[config.mk]
export PLATFORM = sky130hd
export DESIGN_NAME = clkdiv_enable_ctrl
export DESIGN_NICKNAME = d
export VERILOG_FILES = /design/src/rtl/clkdiv_pkg.sv /design/src/rtl/clkdiv_enable_ctrl.sv
export SDC_FILE = /design/constraint.sdc
export NUM_CORES = 1
export LEC_CHECK = 0
export ABC_CLOCK_PERIOD_IN_PS = 2400
export CAP_MARGIN = 0
export CORE_MARGIN = 4
export CORE_UTILIZATION = 54
export CTS_CLUSTER_SIZE = 10
export DETAILED_ROUTE_END_ITERATION = 12
export GPL_TIMING_DRIVEN = 0
export PLACE_DENSITY = 0.83
export SYNTH_ARGS = -nofsm -noshare
export SYNTH_HDL_FRONTEND = slang
export SYNTH_SLANG_ARGS = --single-unit
[constraint.sdc]
create_clock -name clk -period 2.4 [get_ports clk]
set_input_delay 0.48 -clock clk [delete_from_list [all_inputs] [get_ports clk]]
set_output_delay 0.48 -clock clk [all_outputs]
set_load 0.005 [all_outputs]
[src/rtl/clkdiv_pkg.sv]
// -----------------------------------------------------------------------------
// clkdiv_pkg
//
// Shared definitions for the clock-divide buffer enable controller:
//   - state_e      : controller FSM states
//   - cnt_width()  : width of the single shared down-counter
//   - range limits : legal DIVIDE / NUM_REQ / CLR_HOLD / SETTLE values
// -----------------------------------------------------------------------------
package clkdiv_pkg;

    typedef enum logic [2:0] {
        OFF,
        RELEASE,
        ENABLE,
        RUN,
        DRAIN,
        CLEAR
    } state_e;

    localparam int DIVIDE_MIN     = 1;
    localparam int DIVIDE_MAX     = 8;
    localparam int NUM_REQ_MIN    = 1;
    localparam int NUM_REQ_MAX    = 8;
    localparam int CLR_HOLD_MIN   = 2;
    localparam int SETTLE_MIN     = 1;

    // Cycles buf_clr is held low before buf_ce rises on a restart.
    localparam int RELEASE_CYCLES = 2;

    // The one counter must hold the largest value any state loads into it.
    function automatic int cnt_width(input int settle, input int divide,
                                     input int clr_hold);
        int max_load;
        max_load = settle;
        if (2 * divide > max_load)      max_load = 2 * divide;
        if (clr_hold > max_load)        max_load = clr_hold;
        if (RELEASE_CYCLES > max_load)  max_load = RELEASE_CYCLES;
        return $clog2(max_load + 1);
    endfunction

endpackage

[src/rtl/clkdiv_enable_ctrl.sv]
// -----------------------------------------------------------------------------
// clkdiv_enable_ctrl
//
// Sequences a clock-divide buffer (clear / enable) so that requesters only
// ever see a clean, settled divided clock:
//   OFF -> RELEASE -> ENABLE (settle) -> RUN -> DRAIN -> CLEAR -> OFF
//
// Ports
//   clk      in   controller clock (also the buffer input clock)
//   rst_n    in   asynchronous active-low reset
//   req      in   [NUM_REQ] level requests for the divided clock
//   gnt      out  [NUM_REQ] grants; divided clock valid while high
//   buf_ce   out  buffer clock-enable
//   buf_clr  out  buffer clear
//   busy     out  high whenever the controller is not in OFF
//   phase_stb out (only with CLKDIV_ENABLE_CTRL_PHASE_EN) one-cycle strobe
//                 in RUN on each rising edge of the divided clock
//
// Optional feature macro: CLKDIV_ENABLE_CTRL_PHASE_EN
// All outputs are registered; nothing flows combinationally from req.
// -----------------------------------------------------------------------------
module clkdiv_enable_ctrl
    import clkdiv_pkg::*;
#(
    parameter int DIVIDE   = 4,
    parameter int NUM_REQ  = 2,
    parameter int CLR_HOLD = 4,
    parameter int SETTLE   = 8
) (
    input  logic               clk,
    input  logic               rst_n,
    input  logic [NUM_REQ-1:0] req,
    output logic [NUM_REQ-1:0] gnt,
    output logic               buf_ce,
    output logic               buf_clr,
    output logic               busy
`ifdef CLKDIV_ENABLE_CTRL_PHASE_EN
    ,
    output logic               phase_stb
`endif
);

    // Parameter legality, caught at elaboration.
    if (DIVIDE < DIVIDE_MIN || DIVIDE > DIVIDE_MAX) begin : g_bad_divide
        $error("clkdiv_enable_ctrl: DIVIDE out of range");
    end
    if (NUM_REQ < NUM_REQ_MIN || NUM_REQ > NUM_REQ_MAX) begin : g_bad_num_req
        $error("clkdiv_enable_ctrl: NUM_REQ out of range");
    end
    if (CLR_HOLD < CLR_HOLD_MIN) begin : g_bad_clr_hold
        $error("clkdiv_enable_ctrl: CLR_HOLD too small");
    end
    if (SETTLE < SETTLE_MIN) begin : g_bad_settle
        $error("clkdiv_enable_ctrl: SETTLE too small");
    end

    localparam int CNT_W = cnt_width(SETTLE, DIVIDE, CLR_HOLD);

    localparam logic [CNT_W-1:0] CNT_RELEASE  = CNT_W'(RELEASE_CYCLES);
    localparam logic [CNT_W-1:0] CNT_SETTLE   = CNT_W'(SETTLE);
    localparam logic [CNT_W-1:0] CNT_DRAIN    = CNT_W'(2 * DIVIDE);
    localparam logic [CNT_W-1:0] CNT_CLR_HOLD = CNT_W'(CLR_HOLD);

    state_e           state;
    logic [CNT_W-1:0] cnt;
    logic             cnt_done;
    logic             req_any;

    // A state loaded with N occupies exactly N cycles: it leaves on the edge
    // where the counter reads 1.
    assign cnt_done = (cnt <= CNT_W'(1));
    assign req_any  = |req;

    // Outputs are assigned together with the transition that produces them,
    // so every output is a flop aligned with the state it belongs to.
    // NOTE: sequential state uses non-blocking (<=) so all flops update from
    // the same pre-edge values regardless of statement order.
    always_ff @(posedge clk or negedge rst_n) begin
        if (!rst_n) begin
            // Reset reloads the clear-hold so the first restart after reset
            // still keeps the buffer cleared for CLR_HOLD cycles.
            state   <= OFF;
            cnt     <= CNT_CLR_HOLD;
            buf_clr <= 1'b1;
            buf_ce  <= 1'b0;
            gnt     <= '0;
            busy    <= 1'b0;
        end else begin
            case (state)
                OFF: begin
                    if (req_any && cnt == '0) begin
                        state   <= RELEASE;
                        cnt     <= CNT_RELEASE;
                        buf_clr <= 1'b0;
                        busy    <= 1'b1;
                    end else if (cnt != '0) begin
                        cnt <= cnt - 1'b1;
                    end
                end

                RELEASE: begin
                    if (cnt_done) begin
                        state  <= ENABLE;
                        cnt    <= CNT_SETTLE;
                        buf_ce <= 1'b1;
                    end else begin
                        cnt <= cnt - 1'b1;
                    end
                end

                // Settle always runs to completion, even if requests vanish;
                // RUN then drains immediately if nobody is left.
                ENABLE: begin
                    if (cnt_done) begin
                        state <= RUN;
                    end else begin
                        cnt <= cnt - 1'b1;
                    end
                end

                RUN: begin
                    if (!req_any) begin
                        state  <= DRAIN;
                        cnt    <= CNT_DRAIN;
                        buf_ce <= 1'b0;
                        gnt    <= '0;
                    end else begin
                        gnt <= req;
                    end
                end

                // Two divided periods let the buffer output return low before
                // it is cleared.
                DRAIN: begin
                    if (cnt_done) begin
                        state   <= CLEAR;
                        cnt     <= CNT_CLR_HOLD;
                        buf_clr <= 1'b1;
                    end else begin
                        cnt <= cnt - 1'b1;
                    end
                end

                CLEAR: begin
                    if (cnt_done) begin
                        state <= OFF;
                        cnt   <= '0;
                        busy  <= 1'b0;
                    end else begin
                        cnt <= cnt - 1'b1;
                    end
                end

                default: begin
                    state   <= OFF;
                    cnt     <= CNT_CLR_HOLD;
                    buf_clr <= 1'b1;
                    buf_ce  <= 1'b0;
                    gnt     <= '0;
                    busy    <= 1'b0;
                end
            endcase
        end
    end

`ifdef CLKDIV_ENABLE_CTRL_PHASE_EN
    // Mod-DIVIDE phase of the divided clock. It restarts on ENABLE entry,
    // which is when the buffer starts counting, so phase 0 marks each rising
    // edge of the divided clock.
    localparam int               PHASE_W    = (DIVIDE > 1) ? $clog2(DIVIDE) : 1;
    localparam logic [PHASE_W-1:0] PHASE_LAST = PHASE_W'(DIVIDE - 1);

    logic [PHASE_W-1:0] phase;
    logic [PHASE_W-1:0] phase_inc;

    assign phase_inc = (phase == PHASE_LAST) ? '0 : phase + 1'b1;

    always_ff @(posedge clk or negedge rst_n) begin
        if (!rst_n) begin
            phase     <= '0;
            phase_stb <= 1'b0;
        end else begin
            case (state)
                RELEASE: begin
                    phase_stb <= 1'b0;
                    if (cnt_done) begin
                        phase <= '0;
                    end
                end
                ENABLE: begin
                    phase     <= phase_inc;
                    phase_stb <= cnt_done && (phase_inc == '0);
                end
                RUN: begin
                    phase     <= phase_inc;
                    phase_stb <= req_any && (phase_inc == '0);
                end
                default: begin
                    phase_stb <= 1'b0;
                end
            endcase
        end
    end
`else
    // Phase tracking is compiled out: no phase counter and no phase_stb port.
`endif

endmodule

==> impl_metrics.ini <==
[yosys]
syn_inst = 94
avgSynthCellArea_sq_um = 9.18
synth_area_leaders = dfrtp_1 (29%), dfstp_2 (6.1%), ha_1 (4.3%)
syn-cell-area_sq_um = 863
synth_area_leader_cell = dfrtp_1
ys_types = 39
ys_ff_latch = 12
ys_warn_count = 0
syn_nets = 101
synth_top_cell_area_share_pct = 29.0
seq_area_frac_synth_pct = 35.1

[clock_tree]
cts_buffer_depth = 2
post_cts_buffers = 0
clock_latency_ps = 270
clk_pin_slew_worst_paths_ps = 70
ctsRootBufferMaster = clkbuf_4
cts_tree = done
numClockSinks = 12
cts_buffers = 3
cts_hold_buf = 0
cts-resized-gates = 0
htree_levels = 1

[final_layout]
layout-drive-gt1-share_pct = 21.0
post-route-util_pct = 65.4
final_common_cell = dfrtp_1
fillers = 125
final_cell_mix = dfrtp_1 (10), nand2_1 (8), clkdlybuf4s50_1 (8)
antennaDiodeCount = 0
fin_nets = 114
area.growth.synth_to_final_pct = 14.2

[worst_setup_path]
cp-start-kind = flop
path_max_fanout = 7
critPathKind = reg2reg
crit_slowest_cell = dfrtp_1
cp_common_cell = mux2_2
slowest_delay_ps = 410
crit_arrival_ps = 2120
end_kind = flop
cp_cell_sequence = inv_1, ha_1, nor2_2, nor3_2, mux2_2, o22ai_1, mux2_2
cp.required_ps = 2560

[power_and_ir_drop]
p_per_area_nw_per_um2 = 1430
p_total_w = 0.00141
p_leak_nw = 0.397
peakVddDrop_mv = 0.760

[floorplanning]
dieWidth_um = 48.0
io_pins = 9
initial_core_util_pct = 57.3
rows = 14
dieArea_sq_um = 2300
core_sq_um = 1510
fp.dieH_um = 48.0

[global_route]
grt_util_met2_pct = 29.3
track_usage_pct = 18.3
antenna_found_initial = 0
grt_pass1_vias = 654
grt_pass1_wl_um = 2900
grt_busiest_layer = met2
grt_max_degree = 13
globalRoute.totalOverflow = 0
use_met1_pct = 24.2
grt_util_met3_pct = 3.76

[routing]
routed_via_density = 5.79
num_vias = 701
drt-total-wl_um = 1660
drc_errors = 0
dr.first_iter.drc_count = 16
drtAntennaViolNets = 0
wl_per_cell_um = 13.8
dr.pass1.iters = 4

[status]
status = finished clean

[sta]
tns_ps = 0
max-slew-margin-rel_pct = 64.3
post-route-min-period_ps = 1960
fin_crit_sh_pct = 81.8
fin_skew_ps = 0.253
setup_violations = 0
whs_ps = 539
max_freq_ghz = 0.509
grt_setup_unrepaired = false
maxSlewViolCount = 0
timing_hold_violations_final = 0
tightestPinTransition_ps = 534

[min_path]
holdCritPathClass = reg2reg

[place]
globalplace.congestion = 0.769
dpl.hpwl_um = 1240
io_buffers = 8

[run]
drv_cap = 0
-- cell families after synthesis --
| group | synth area share (%) |
|---|---|
| fa+ha+maj | 4.35 |
| xor+xnor | 2.03 |
| buf+inv | 8.12 |
| flops | 35.1 |
| mux | 6.23 |
| simple gates | 22.5 |
| compound gates | 21.7 |
-- final timing paths --
check / startpoint / end / slack [ps] / depth (start not counted)
setup / recovery: cnt[0] / cnt[0] / 440 / 7
hold / removal: buf_clr / buf_clr / 540 / 2
setup reg to reg: cnt[0] / cnt[0] / 440 / 7
hold reg to reg: buf_clr / buf_clr / 540 / 2
max in group asynchronous: rst_n / buf_clr / 1480 / 1
min in group asynchronous: rst_n / buf_ce / 560 / 1
-- cells in the mapped netlist, drive strengths merged --
| library cell | instances |
|---|---|
| a2bb2oi | 1 |
| ha | 3 |
| nor4 | 1 |
| nand3 | 4 |
| dfrtp | 10 |
| nor3b | 3 |
| dfstp | 2 |
| or2 | 1 |
| a21o | 1 |
| o32a | 1 |
| o22ai | 1 |
| o221ai | 2 |
| nor2 | 6 |
| o31ai | 1 |
| nand2 | 8 |
| a21oi | 7 |
| clkbuf | 2 |
| o21ai | 7 |
| buf | 5 |
| o21a | 1 |
| mux2i | 2 |
| a31o | 1 |
| xnor2 | 2 |
| mux2 | 3 |
| nor2b | 2 |
| o211a | 1 |
| nor3 | 4 |
| o2bb2ai | 2 |
| a31oi | 1 |
| nand3b | 2 |
| inv | 7 |
-- sequential cells by signal (all words and copies together), names as in the netlist --
register  count
gnt           2
busy          1
buf_ce        1
state         3
buf_clr       1
cnt           4
-- worst max-delay path: cells and delay by family (launching register included) --
family | cells | cell delay, ps
compound gates | 1 | 80
simple gates | 2 | 460
fa+ha+maj | 1 | 240
buf+inv | 1 | 120
flops | 1 | 410
mux | 2 | 540
-- stage by stage --
step                worst slack, ps  area, sq um  cells
floorplan                       676          863     94
global placement                172          963    118
detailed placement              162          963    118
CTS                             415          986    121
global route                    266          986    121
finish                          436          986    121
-- final cells by class --
type / instances / area (sq um) / area share [%]
clock buffer: 3 / 22.5 / 2.28
timing repair buffer: 8 / 80.1 / 8.12
buffer: 7 / 43.8 / 4.44
multi-input combinational: 68 / 490 / 49.7
sequential: 12 / 303 / 30.7
tap: 16 / 20.0 / 2.03
inverter: 7 / 26.3 / 2.66
-- power by group --
group          internal [W]  switching, W
registers          0.000303     0.0000523
logic              0.000449      0.000480
clock network     0.0000581     0.0000642
-- metal layers --
metal  vias to the layer above  share of wire (%)  wire, um
met5                         -                  0         0
met4                         0                1.7        28
met3                         5                3.4        56
met2                        15                 49       808
met1                       326                 46       769
li1                        355                  -         -
Note: power is estimated with default switching activity, not from simulation.
